### src/rtl/rf_write_arbiter_pkg.sv
// rf_write_arbiter shared constants and FSM state type.
// Build option: RF_ARB_FIXED_PRIO_EN selects fixed priority.
package rf_pkg;

  localparam int RF_ADDR_W   = 5;
  localparam int RF_DATA_W   = 32;
  localparam int RF_NUM_REGS = 32;

  typedef enum logic {
    INIT = 1'b0,
    RUN  = 1'b1
  } rf_arb_state_t;

endpackage

### src/rtl/rf_write_arbiter_if.sv
// Writeback requester bundle: valid/ready per requester,
// packed target index and data.
interface rf_write_arbiter_if #(
  parameter int N_REQ  = 3,
  parameter int ADDR_W = rf_pkg::RF_ADDR_W,
  parameter int DATA_W = rf_pkg::RF_DATA_W
);

  logic [N_REQ-1:0]        req_valid;
  logic [N_REQ*ADDR_W-1:0] req_addr;
  logic [N_REQ*DATA_W-1:0] req_data;
  logic [N_REQ-1:0]        req_ready;

  modport master (
    output req_valid,
    output req_addr,
    output req_data,
    input  req_ready
  );

  modport slave (
    input  req_valid,
    input  req_addr,
    input  req_data,
    output req_ready
  );

endinterface

### src/rtl/rf_write_arbiter_rr_arbiter.sv
// Round-robin one-hot grant: first valid at or after ptr,
// searching upward with wrap-around.
module rr_arbiter #(
  parameter int N_REQ = 3,
  parameter int PTR_W = (N_REQ > 1) ? $clog2(N_REQ) : 1
) (
  input  logic [N_REQ-1:0] valid,
  input  logic [PTR_W-1:0] ptr,
  output logic [N_REQ-1:0] grant,
  output logic [PTR_W-1:0] gidx,
  output logic             found
);

  // Two passes: upper slice [ptr..N-1] first, then wrap to [0..ptr-1].
  always_comb begin
    grant = '0;
    gidx  = '0;
    found = 1'b0;
    for (int i = 0; i < N_REQ; i++) begin
      if (!found && valid[i] && i >= int'(ptr)) begin
        grant[i] = 1'b1;
        gidx     = PTR_W'(i);
        found    = 1'b1;
      end
    end
    for (int i = 0; i < N_REQ; i++) begin
      if (!found && valid[i] && i < int'(ptr)) begin
        grant[i] = 1'b1;
        gidx     = PTR_W'(i);
        found    = 1'b1;
      end
    end
  end

endmodule

### src/rtl/rf_write_arbiter.sv
// Register-file write-port arbiter with post-reset clear.
// Build option: RF_ARB_FIXED_PRIO_EN (fixed priority, no ptr).
module rf_write_arbiter
  import rf_pkg::*;
#(
  parameter int N_REQ  = 3,
  parameter int DATA_W = RF_DATA_W,
  parameter int ADDR_W = RF_ADDR_W
) (
  input  logic              clk,
  input  logic              reset,
  rf_write_arbiter_if.slave req,
  output logic              rf_wen,
  output logic [ADDR_W-1:0] rf_waddr,
  output logic [DATA_W-1:0] rf_wdata,
  output logic              init_done
);

  localparam int NUM_REGS = 2 ** ADDR_W;
  localparam int PTR_W = (N_REQ > 1) ? $clog2(N_REQ) : 1;

  rf_arb_state_t state, state_nxt;

  logic [ADDR_W-1:0] clr_cnt;
  logic              clr_last;
  logic [N_REQ-1:0]  grant;
  logic              found;
  logic              hs;
  logic [ADDR_W-1:0] gaddr;
  logic [DATA_W-1:0] gdata;
  logic              wen_nxt;
  logic [ADDR_W-1:0] addr_nxt;
  logic [DATA_W-1:0] data_nxt;

  assign clr_last = (clr_cnt == ADDR_W'(NUM_REGS - 1));

`ifdef RF_ARB_FIXED_PRIO_EN
  always_comb begin
    grant = '0;
    found = 1'b0;
    for (int i = 0; i < N_REQ; i++) begin
      if (!found && req.req_valid[i]) begin
        grant[i] = 1'b1;
        found    = 1'b1;
      end
    end
  end
`else
  logic [PTR_W-1:0] ptr;
  logic [PTR_W-1:0] gidx;

  rr_arbiter #(
    .N_REQ (N_REQ),
    .PTR_W (PTR_W)
  ) u_arb (
    .valid (req.req_valid),
    .ptr   (ptr),
    .grant (grant),
    .gidx  (gidx),
    .found (found)
  );

  always_ff @(posedge clk) begin
    if (reset) begin
      ptr <= '0;
    end else if (hs) begin
      ptr <= (gidx == PTR_W'(N_REQ - 1)) ? '0
                                         : gidx + PTR_W'(1);
    end
  end
`endif

  always_comb begin
    gaddr = '0;
    gdata = '0;
    for (int i = 0; i < N_REQ; i++) begin
      if (grant[i]) begin
        gaddr = gaddr | req.req_addr[i*ADDR_W +: ADDR_W];
        gdata = gdata | req.req_data[i*DATA_W +: DATA_W];
      end
    end
  end

  always_ff @(posedge clk) begin
    if (reset) begin
      state <= INIT;
    end else begin
      state <= state_nxt;
    end
  end

  always_comb begin
    state_nxt = state;
    unique case (state)
      INIT:    if (clr_last) state_nxt = RUN;
      RUN:     state_nxt = RUN;
      default: state_nxt = INIT;
    endcase
  end

  // Writes to $zero handshake but never reach the bank.
  always_comb begin
    init_done     = 1'b0;
    req.req_ready = '0;
    hs            = 1'b0;
    wen_nxt       = 1'b0;
    addr_nxt      = rf_waddr;
    data_nxt      = rf_wdata;
    unique case (state)
      INIT: begin
        wen_nxt  = 1'b1;
        addr_nxt = clr_cnt;
        data_nxt = '0;
      end
      RUN: begin
        init_done     = ~reset;
        req.req_ready = reset ? '0 : grant;
        hs            = found & ~reset;
        if (hs && gaddr != '0) begin
          wen_nxt  = 1'b1;
          addr_nxt = gaddr;
          data_nxt = gdata;
        end
      end
      default: ;
    endcase
  end

  always_ff @(posedge clk) begin
    if (reset) begin
      clr_cnt  <= '0;
      rf_wen   <= 1'b0;
      rf_waddr <= '0;
      rf_wdata <= '0;
    end else begin
      rf_wen   <= wen_nxt;
      rf_waddr <= addr_nxt;
      rf_wdata <= data_nxt;
      if (state == INIT) clr_cnt <= clr_cnt + ADDR_W'(1);
    end
  end

endmodule

### src/flat_wrapper.sv
// flat-port wrapper written by rule: the top's interface ports become plain ports
module rf_write_arbiter_flat import rf_pkg::*;
#(
  parameter int N_REQ  = 3,
  parameter int DATA_W = RF_DATA_W,
  parameter int ADDR_W = RF_ADDR_W
)
  (clk, reset, rf_wen, rf_waddr, rf_wdata, init_done, req_req_valid, req_req_addr, req_req_data, req_req_ready);
  rf_write_arbiter_if #(.N_REQ(N_REQ), .ADDR_W(ADDR_W), .DATA_W(DATA_W)) req_i ();
  input  logic clk;
  input  logic reset;
  output logic rf_wen;
  output logic [ADDR_W-1:0] rf_waddr;
  output logic [DATA_W-1:0] rf_wdata;
  output logic init_done;
  input wire logic [$bits(req_i.req_valid)-1:0] req_req_valid;
  input wire logic [$bits(req_i.req_addr)-1:0] req_req_addr;
  input wire logic [$bits(req_i.req_data)-1:0] req_req_data;
  output wire logic [$bits(req_i.req_ready)-1:0] req_req_ready;
  assign req_i.req_valid = req_req_valid;
  assign req_i.req_addr = req_req_addr;
  assign req_i.req_data = req_req_data;
  assign req_req_ready = req_i.req_ready;
  rf_write_arbiter #(.N_REQ(N_REQ), .DATA_W(DATA_W), .ADDR_W(ADDR_W)) u_core (.clk(clk), .reset(reset), .req(req_i), .rf_wen(rf_wen), .rf_waddr(rf_waddr), .rf_wdata(rf_wdata), .init_done(init_done));
endmodule
### config.mk
export PLATFORM = sky130hd
export DESIGN_NAME = rf_write_arbiter_flat
export DESIGN_NICKNAME = d
export VERILOG_FILES = /design/src/rtl/rf_write_arbiter_pkg.sv /design/src/rtl/rf_write_arbiter_if.sv /design/src/rtl/rf_write_arbiter_rr_arbiter.sv /design/src/rtl/rf_write_arbiter.sv /design/src/flat_wrapper.sv
export SDC_FILE = /design/constraint.sdc
export NUM_CORES = 1
export LEC_CHECK = 0
export ABC_CLOCK_PERIOD_IN_PS = 2250
export BUFFER_PORTS_ARGS = -buffer_cell sky130_fd_sc_hd__buf_2
export CAP_MARGIN = 20
export CORE_MARGIN = 2
export CORE_UTILIZATION = 39
export DETAILED_ROUTE_END_ITERATION = 10
export PLACE_DENSITY = 0.81
export SYNTH_ARGS = -nofsm -noshare
export SYNTH_HDL_FRONTEND = slang
export SYNTH_SLANG_ARGS = --single-unit
export TNS_END_PERCENT = 20
### constraint.sdc
create_clock -name clk -period 2.25 [get_ports clk]
set_input_delay 0.45 -clock clk [delete_from_list [all_inputs] [get_ports clk]]
set_output_delay 0.45 -clock clk [all_outputs]
set_load 0.01 [all_outputs]
==> results of run 1 <==
kinds of logic after synthesis:
kind of cell | count (synthesis) | share of synthesized area
mux | 36 | 0.138
flops | 46 | 0.351
xor+xnor | 3 | 0.0100
compound gates | 61 | 0.216
buf+inv | 29 | 0.0573
fa+ha+maj | 2 | 0.00955
simple gates | 111 | 0.218
routing by layer:
metal / routed length (um) / vias to the layer above / track usage
met5: 0 / - / 0
met4: 96 / 0 / 0.0606
met3: 588 / 9 / 0.0366
met2: 3970 / 123 / 0.362
met1: 3360 / 1360 / 0.247
li1: - / 1403 / -
synthesized netlist by cell type (2+ instances only):
library cell	instances
nand2b_1	33
nand4_1	3
nor2b_1	5
buf_1	3
a31oi_1	2
dfxtp_1	46
o21ai_0	3
a21oi_1	2
a311oi_1	3
a22oi_1	2
a222oi_1	32
nor2_1	20
buf_2	3
and2_1	3
mux2i_1	35
nand3_1	4
ha_1	2
a21o_1	3
a22o_1	3
xor2_1	2
nand2_1	35
clkbuf_1	15
inv_1	3
buf_6	5
path summary, 6_finish.rpt:
| check | start | endpoint | slack, ns | depth (start not counted) |
|---|---|---|---|---|
| worst max-delay path | u_core.ptr[1]$_SDFFE_PP0P_ | u_core.rf_wdata[9]$_SDFFE_PP0P_ | 0.09 | 8 |
| worst min-delay path | u_core.rf_wdata[29]$_SDFFE_PP0P_ | u_core.rf_wdata[29]$_SDFFE_PP0P_ | 0.46 | 2 |
| worst min register to register | u_core.rf_wdata[29]$_SDFFE_PP0P_ | u_core.rf_wdata[29]$_SDFFE_PP0P_ | 0.46 | 2 |
| worst max register to register | u_core.ptr[1]$_SDFFE_PP0P_ | u_core.rf_wdata[9]$_SDFFE_PP0P_ | 0.09 | 8 |
area by class of cell:
class	instances	area share
clock buffers	7	0.0209
multi-input cells	213	0.429
well taps	77	0.0264
inverters	3	0.00309
repair buffers	178	0.268
flip-flops and latches	46	0.253
flip-flops by register name, indices dropped and copies added, names as in the netlist:
| name | count |
|---|---|
| u_core.ptr | 2 |
| u_core.rf_wen | 1 |
| u_core.state | 1 |
| u_core.rf_waddr | 5 |
| u_core.clr_cnt | 5 |
| u_core.rf_wdata | 32 |
repair_timing:
| action | CTS | global route |
|---|---|---|
| resized for setup | 0 | 6 |
| endpoints found under the hold margin | 0 | 0 |
| setup endpoints to repair | 0 | 31 |
per-stage QoR:
stage	instance area, um2	power, mW	instances
2_1_floorplan	2620	1.04	288
3_3_place_gp	3560	1.19	517
3_5_place_dp	3560	1.20	517
4_1_cts	3630	1.68	524
5_1_grt	3650	1.74	524
6_report	3650	1.66	524
power breakdown:
group / internal [mW] / switching [mW] / leakage (nW) / total, mW
clock: 0.214 / 0.259 / 0.0383 / 0.473
combinational: 0.199 / 0.159 / 1.37 / 0.359
sequential: 0.822 / 0.00765 / 0.372 / 0.830
total: 1.24 / 0.426 / 1.78 / 1.66
worst max-delay path, delay by kind of cell (launching register included):
| family | cells | cell delay, ns |
|---|---|---|
| buffers and inverters | 3 | 0.56 |
| multiplexers | 1 | 0.14 |
| flip-flops | 1 | 0.36 |
| AO/OA/AOI/OAI | 3 | 0.80 |
| AND/OR/NAND/NOR | 1 | 0.18 |
==> out/results.tsv, run 1 <==
stage	metric	value	unit
global_routing	grt_pass1_wl	12100	um
cells_and_area	fill_cells	597	
cells_and_area	drive_gt1_frac	0.436	
critical_path	path_max_fanout	12	
die	die_y	86.0	um
cells_and_area	n_antenna_cell	0	
synthesis	synth_top_area_frac	0.351	
die	row_count	29	
critical_path	critPathKind	flop to flop	
global_routing	grt_pass1_vias	2680	
critical_path	slowest_delay	0.42	ns
cells_and_area	final_util	0.568	
die	die-area	7390	um2
global_routing	antenna_found_initial	0	
cells_and_area	seq_area	922	um2
die	die_width	86.0	um
timing	clock_skew	0.00453	ns
timing	slew_headroom	0.663	
clock_tree	clockRootBuffer	clkbuf_8	
power	ir_drop	250	uV
clock_tree	cts.hold.buffers_added	0	
power	power_density	455	nW/um2
clock_tree	tritoncts	yes	
timing	layout_min_cycle_time	2.16	ns
timing	max_slew.worst_pin.slew	0.504	ns
synthesis	synth_area_leaders	dfxtp_1, mux2i_1, a222oi_1	
synthesis	ys_warn_count	0	
job	max_cap_viol_count	0	
clock_tree	cts_buffer_depth	2	
clock_tree	insertion_delay	0.29	ns
critical_path	crit_chain	buf_4, a221oi_4, buf_6, a2bb2oi_2, and3_4, a311o_2, buf_4, mux2i_1	
global_routing	grt_max_degree	49	
timing	fmax	464	MHz
timing	rsz0062_at_grt	no	
route	drt_iter0_markers	175	
cells_and_area	layout_commonest_cell	buf_2	
cells_and_area	most-common-layout-cells	buf_2, dfxtp_1, nand2_1, mux2i_1, nand2b_1	
route	ant_nets	0	
synthesis	syn_area	2620	um2
place	portBuffers	157	
synthesis	async_reset_ff_frac	0	
clock_tree	clk_pin_slew	0.08	ns
clock_tree	htreeDepth	2	
cells_and_area	multi_input_area	1570	um2
global_routing	grtUsageTotal	0.203	
cells_and_area	final_nets	565	
synthesis	netlist_instances	288	
synthesis	yosys_most_used_dff	dfxtp_1	
route	drc	0	
timing	worst_slack	0.0947	ns
critical_path	crit_required	2.43	ns
synthesis	ys_seq_area_frac	0.351	
critical_path	endpoint_kind	flop	
power	leakagePower	1.78	nW
clock_tree	post_cts_buffers	0	
critical_path	crit_path_frequent_cell	buf_4	
min_path	hold_path_class	flop to flop	
route	drt-total-wl	8020	um
cells_and_area	syn2layout_area_growth	39.2	%
critical_path	start_kind	flop	
die	core-area	6420	um2
place	gp_congestion	0.967	
timing	fin_crit_sh	0.958	
run_status	outcome	complete, no violations	
timing	finalHoldViolations	0	
critical_path	crit_slowest_cell	a311o_2	
place	place_ws	-0.189	ns
synthesis	synth_fp_nets	406	
timing	slew_violations	0	
timing	finalSetupViolCount	0	
place	dp_hpwl	6090	um
timing	hold_ws	0.458	ns
route	wire_per_inst	15.3	um
route	vias	2895	
critical_path	worstPathArrival	2.33	ns
clock_tree	cts_sinks	46	
synthesis	avgSynthCellArea	9.10	um2
synthesis	yosys.area.top_type	dfxtp_1	
synthesis	synth_cell_types	45	
clock_tree	cts_buffers	5	
global_routing	grt_overflow	0	
timing	fin_tns_setup	0	ns
route	vias_per_cell	5.52	
synthesis	synth_edf_count	0	
die	initial_core_util	0.408	
synthesis	ys_seq_elements	46	
route	firstDrtPassIters	6	
die	io_pins	158	
(Power assumes the default switching activity.)
==> inputs of run 2 (changes only) <==
- RECOVER_POWER: unset -> 100
==> out/results.tsv, run 2 (same netlist as run 1, synthesis figures left out) <==
stage	metric	value	unit	change
run_status	outcome	complete, no violations		unchanged
power	power_density	463	nW/um2	was 455 nW/um2
critical_path	crit_required	1.80	ns	was 2.43 ns
clock_tree	clk_pin_slew	0.08	ns	about the same
global_routing	grt_max_degree	49		unchanged
timing	finalSetupViolCount	0		unchanged
global_routing	grt_pass1_wl	12100	um	unchanged
power	ir_drop	250	uV	about the same
cells_and_area	top_register	u_core.rf_wdata		unchanged
critical_path	start_kind	flop		unchanged
clock_tree	post_cts_buffers	0		unchanged
critical_path	crit_slowest_cell	dfxtp_2		was a311o_2
cells_and_area	n_antenna_cell	0		unchanged
critical_path	worstPathArrival	1.69	ns	was 2.33 ns
die	die_width	86.0	um	unchanged
die	row_count	29		unchanged
global_routing	grt_pass1_vias	2680		unchanged
cells_and_area	drive_gt1_frac	0.345		was 0.436
place	gp_congestion	0.967		unchanged
clock_tree	cts_sinks	46		unchanged
clock_tree	cts_buffers	5		unchanged
clock_tree	cts_buffer_depth	2		unchanged
global_routing	antenna_found_initial	0		unchanged
critical_path	crit_chain	nor2b_2, o21a_1, nor2_2, buf_12, and2_1, buf_2		was buf_4, a221oi_4, buf_6, a2bb2oi_2, and3_4, a311o_2, buf_4, mux2i_1
cells_and_area	syn2layout_area_growth	36.4	%	was 39.2%
clock_tree	htreeDepth	2		unchanged
job	max_cap_viol_count	0		unchanged
critical_path	slowest_delay	0.38	ns	was 0.42 ns
global_routing	grt_overflow	0		unchanged
clock_tree	insertion_delay	0.29	ns	about the same
timing	fin_tns_setup	0	ns	unchanged
route	vias_per_cell	5.52		about the same
timing	hold_ws	0.460	ns	was 0.458 ns
place	portBuffers	157		unchanged
cells_and_area	largest_reg_flops	32		unchanged
die	core-area	6420	um2	unchanged
critical_path	path_max_fanout	21		was 12
cells_and_area	layout_commonest_cell	buf_2		unchanged
clock_tree	clockRootBuffer	clkbuf_8		unchanged
route	ant_nets	0		unchanged
route	wire_per_inst	15.3	um	about the same
route	drt_iter0_markers	210		was 175
route	vias	2894		was 2,895
critical_path	endpoint_kind	output port		was flop
die	io_pins	158		unchanged
min_path	hold_path_class	flop to flop		unchanged
timing	layout_min_cycle_time	2.14	ns	was 2.16 ns
timing	slew_violations	0		unchanged
timing	max_slew.worst_pin.slew	0.892	ns	was 0.504 ns
power	leakagePower	1.60	nW	was 1.78 nW
clock_tree	tritoncts	yes		unchanged
cells_and_area	reg.largest.list	u_core.rf_wdata (32), u_core.clr_cnt (5), u_core.rf_waddr (5)		unchanged
global_routing	grtUsageTotal	0.203		unchanged
timing	rsz0062_at_grt	no		unchanged
die	die-area	7390	um2	unchanged
timing	fin_crit_sh	0.950		was 0.958
clock_tree	cts.hold.buffers_added	0		unchanged
cells_and_area	most-common-layout-cells	buf_2, dfxtp_1, clkbuf_1		was buf_2, dfxtp_1, nand2_1, mux2i_1, nand2b_1
place	dp_hpwl	6090	um	unchanged
route	drc	0		unchanged
route	firstDrtPassIters	9		was 6
die	die_y	86.0	um	unchanged
timing	fmax	468	MHz	was 464 MHz
route	drt-total-wl	8020	um	about the same
critical_path	critPathKind	flop to output port		was flop to flop
timing	finalHoldViolations	0		unchanged
cells_and_area	final_nets	565		unchanged
timing	clock_skew	0.00449	ns	was 0.00453 ns
cells_and_area	final_util	0.556		was 0.568
die	initial_core_util	0.408		unchanged
timing	slew_headroom	0.405		was 0.663
==> run 2: power breakdown <==
part | switching [mW] | internal, mW | total (mW)
sequential | 0.00768 | 0.822 | 0.830
combinational | 0.158 | 0.194 | 0.352
clock | 0.259 | 0.214 | 0.473
total | 0.425 | 1.23 | 1.65
==> run 2: stage by stage <==
| stage | std cells | total power, mW | cell area [um2] | setup slack, ns |
|---|---|---|---|---|
| after global routing | 524 | 1.73 | 3570 | 0.0142 |
| after floorplan | 288 | 1.04 | 2620 | 0.0200 |
| final | 524 | 1.65 | 3570 | 0.112 |
| after CTS | 524 | 1.68 | 3630 | 0.0288 |
| after detailed placement | 517 | 1.20 | 3560 | -0.189 |
| after global placement | 517 | 1.19 | 3560 | -0.116 |
==> run 2: layout make-up <==
class / instances / area [um2]
multi-input cells: 213 / 1560
inverters: 3 / 11.3
repair buffers: 178 / 910
well taps: 77 / 96.3
flip-flops and latches: 46 / 922
fillers: 616 / 2850
clock buffers: 7 / 76.3
==> run 2: worst paths after layout <==
kind	cells after the start	to	startpoint	slack (ns)
worst max-delay path	6	req_req_ready[1]	u_core.ptr[0]$_SDFFE_PP0P_	0.11
worst min-delay path	2	u_core.rf_wdata[29]$_SDFFE_PP0P_	u_core.rf_wdata[29]$_SDFFE_PP0P_	0.46
worst max register to register	8	u_core.rf_wdata[21]$_SDFFE_PP0P_	u_core.ptr[1]$_SDFFE_PP0P_	0.11
worst min register to register	2	u_core.rf_wdata[29]$_SDFFE_PP0P_	u_core.rf_wdata[29]$_SDFFE_PP0P_	0.46
==> run 2: metal layers <==
layer | global-route usage | vias to the layer above | part of all wire
met4 | 0.0606 | 0 | 0.012
met3 | 0.0366 | 9 | 0.073
met2 | 0.362 | 126 | 0.50
met1 | 0.247 | 1357 | 0.42
met5 | 0 | - | 0
li1 | - | 1402 | -
==> run 2: timing repair <==
item	CTS	global route
resized for setup	0	6
endpoints found under the hold margin	0	0
endpoints found under the setup margin	0	31
==> run 2: worst max-delay path, delay by kind of cell (launching register included) <==
family | cells | cell delay, ns
and+or+nand+nor | 3 | 0.46
DFF | 1 | 0.38
buffers and inverters | 2 | 0.32
AOI/OAI and AO/OA | 1 | 0.23
==> inputs of run 3 (changes only) <==
- REMOVE_ABC_BUFFERS: unset -> 1
==> out/results.tsv, run 3 (same netlist as run 1, synthesis figures left out) <==
stage	metric	value	unit	change
critical_path	crit_required	1.80	ns	about the same
cells_and_area	fill_cells	611		was 616
timing	fin_crit_sh	0.962		was 0.950
critical_path	slowest_delay	0.41	ns	was 0.38 ns
clock_tree	cts_buffers	5		unchanged
critical_path	path_buf_inv	3		was 2
global_routing	grt_pass1_wl	12300	um	was 12,100 um
route	drt-total-wl	7970	um	was 8020 um
clock_tree	cts_buffer_depth	2		unchanged
route	firstDrtPassIters	6		was 9
timing	hold_ws	0.463	ns	was 0.460 ns
power	power_density	460	nW/um2	was 463 nW/um2
cells_and_area	n_antenna_cell	0		unchanged
timing	rsz0062_at_grt	no		unchanged
route	vias	2906		was 2,894
place	dp_hpwl	6170	um	was 6090 um
min_path	min_to	u_core.rf_wdata[9]$_SDFFE_PP0P_		was u_core.rf_wdata[29]$_SDFFE_PP0P_
critical_path	endpoint_kind	output port		unchanged
power	total_power	1.67	mW	was 1.65 mW
die	die-area	7390	um2	unchanged
cells_and_area	largest_reg_flops	32		unchanged
die	io_pins	158		unchanged
global_routing	grt_overflow	0		unchanged
place	gp_congestion	0.906		was 0.967
power	comb_power_share	0.214		was 0.213
power	swShare	0.259		was 0.257
global_routing	antenna_found_initial	0		unchanged
cells_and_area	layout_commonest_cell	buf_2		unchanged
critical_path	cpLargestDelayFamily	buffers and inverters		was simple AND/OR/NAND/NOR gates
run_status	outcome	complete, no violations		unchanged
job	max_cap_viol_count	0		unchanged
min_path	hp-start	u_core.rf_wdata[9]$_SDFFE_PP0P_		was u_core.rf_wdata[29]$_SDFFE_PP0P_
cells_and_area	syn2layout_area_growth	38.4	%	was 36.4%
power	clkPwrFrac	0.289		was 0.286
clock_tree	htreeDepth	2		unchanged
global_routing	grtUsageTotal	0.203		about the same
timing	clock_skew	0.0102	ns	was 0.00449 ns
route	wire_per_inst	15.1	um	was 15.3 um
timing	slew_headroom	0.428		was 0.405
timing	worst_slack	0.0849	ns	was 0.112 ns
clock_tree	clk_pin_slew	0.08	ns	about the same
cells_and_area	top_register	u_core.rf_wdata		unchanged
power	ir_drop	239	uV	was 250 uV
clock_tree	tritoncts	yes		unchanged
timing	layout_min_cycle_time	2.17	ns	was 2.14 ns
timing	finalHoldViolations	0		unchanged
critical_path	path_max_fanout	9		was 21
die	row_count	29		unchanged
clock_tree	insertion_delay	0.29	ns	about the same
die	die_y	86.0	um	unchanged
die	core-area	6420	um2	unchanged
die	initial_core_util	0.408		unchanged
power	leakagePower	1.62	nW	was 1.60 nW
cells_and_area	seq_area	923	um2	was 922 um2
min_path	hold_path_class	flop to flop		unchanged
cells_and_area	most-common-layout-cells	buf_2, dfxtp_1, clkbuf_1		unchanged
die	die_width	86.0	um	unchanged
route	vias_per_cell	5.51		was 5.52
critical_path	critPathKind	primary input to output port		was flop to output port
critical_path	worstPathArrival	1.72	ns	was 1.69 ns
power	p_int	1.24	mW	was 1.23 mW
cells_and_area	multi_input_area	1570	um2	was 1560 um2
power	seq_power_share	0.497		was 0.501
cells_and_area	drive_gt1_frac	0.356		was 0.345
global_routing	grt_max_degree	37		was 49
critical_path	r2r-start	u_core.ptr[0]$_SDFFE_PP0P_		was u_core.ptr[1]$_SDFFE_PP0P_
clock_tree	cts_sinks	46		unchanged
timing	slew_violations	0		unchanged
min_path	min_path_cells	2		unchanged
place	portBuffers	157		unchanged
place	place_ws	-0.174	ns	was -0.189 ns
critical_path	r2r-end	u_core.rf_wdata[15]$_SDFFE_PP0P_		was u_core.rf_wdata[21]$_SDFFE_PP0P_
route	drc	0		unchanged
clock_tree	clockRootBuffer	clkbuf_8		unchanged
critical_path	crit_chain	buf_2, or2_4, a221oi_4, buf_6, and2_1, buf_2		was nor2b_2, o21a_1, nor2_2, buf_12, and2_1, buf_2
critical_path	crit_slowest_cell	a221oi_4		was dfxtp_2
critical_path	r2r_slack	0.15	ns	was 0.11 ns
critical_path	crit_path_frequent_cell	buf_2		
timing	fmax	462	MHz	was 468 MHz
cells_and_area	final_nets	568		was 565
route	ant_nets	0		unchanged
timing	max_slew.worst_pin.slew	0.858	ns	was 0.892 ns
route	drt_iter0_markers	258		was 210
cells_and_area	reg.largest.list	u_core.rf_wdata (32), u_core.clr_cnt (5), u_core.rf_waddr (5)		unchanged
power	p_sw	432	uW	was 425 uW
critical_path	start_kind	primary input		was flop
global_routing	grt_pass1_vias	2725		was 2,680
critical_path	rr_worst_depth	7		was 8
timing	finalSetupViolCount	0		unchanged
## run 3: what timing repair did
action	in CTS	in global routing
pin swaps	1	3
buffers inserted	0	5
endpoints found under the setup margin	3	35
hold buffers	0	0
gates resized for setup	4	4
## run 3: worst max-delay path by stage
| stage | startpoint | end | cells after the start |
|---|---|---|---|
| 3_5_place_dp | req_req_valid[2] | u_core.rf_wdata[15]$_SDFFE_PP0P_ | 8 |
| 6_report | req_req_valid[2] | req_req_ready[0] | 6 |
| 5_1_grt | u_core.ptr[1]$_SDFFE_PP0P_ | u_core.rf_wdata[7]$_SDFFE_PP0P_ | 7 |
| 3_3_place_gp | req_req_valid[2] | u_core.rf_wdata[22]$_SDFFE_PP0P_ | 8 |
| 2_1_floorplan | u_core.state$_SDFF_PP0_ | req_req_ready[0] | 2 |
| 4_1_cts | u_core.ptr[1]$_SDFFE_PP0P_ | req_req_ready[0] | 5 |
## run 3: power groups by stage
stage                     combinational [mW]  sequential [mW]  clock, mW
after floorplan                        0.169            0.849          0
after global placement                 0.342            0.849          0
after detailed placement               0.349            0.849          0
after CTS                              0.354            0.830      0.499
after global routing                   0.389            0.831      0.533
final                                  0.357            0.830      0.482
## run 3: worst register-to-register path, delay by kind of cell, from the launching register on
| family | cells | cell delay, ns |
|---|---|---|
| AND/OR/NAND/NOR | 2 | 0.32 |
| buffers and inverters | 1 | 0.19 |
| AO/OA/AOI/OAI | 3 | 1.00 |
| multiplexers | 1 | 0.18 |
| flip-flops | 1 | 0.35 |
## run 3: area by class of cell
cell class              count  area share
flip-flops and latches     46       0.255
inverters                   3     0.00311
multi-input cells         213       0.432
well taps                  77      0.0266
repair buffers            181       0.261
clock inverters             1     0.00207
clock buffers               6      0.0200
## run 3: metrics by stage
step | area (um2) | TNS, ns | std cells | utilization
detailed placement | 3540 | -5.01 | 515 | 0.552
floorplan | 2480 | -48.31 | 262 | -
finish | 3630 | 0 | 527 | 0.565
CTS | 3640 | 0 | 522 | 0.567
global placement | 3540 | -3.01 | 515 | 0.552
global route | 3630 | 0 | 527 | 0.565
## run 3: layer usage
layer,GRT usage,routed length (um)
met3,0.0385,587
met4,0.0462,82
met2,0.382,4040
met1,0.235,3250
met5,0,0
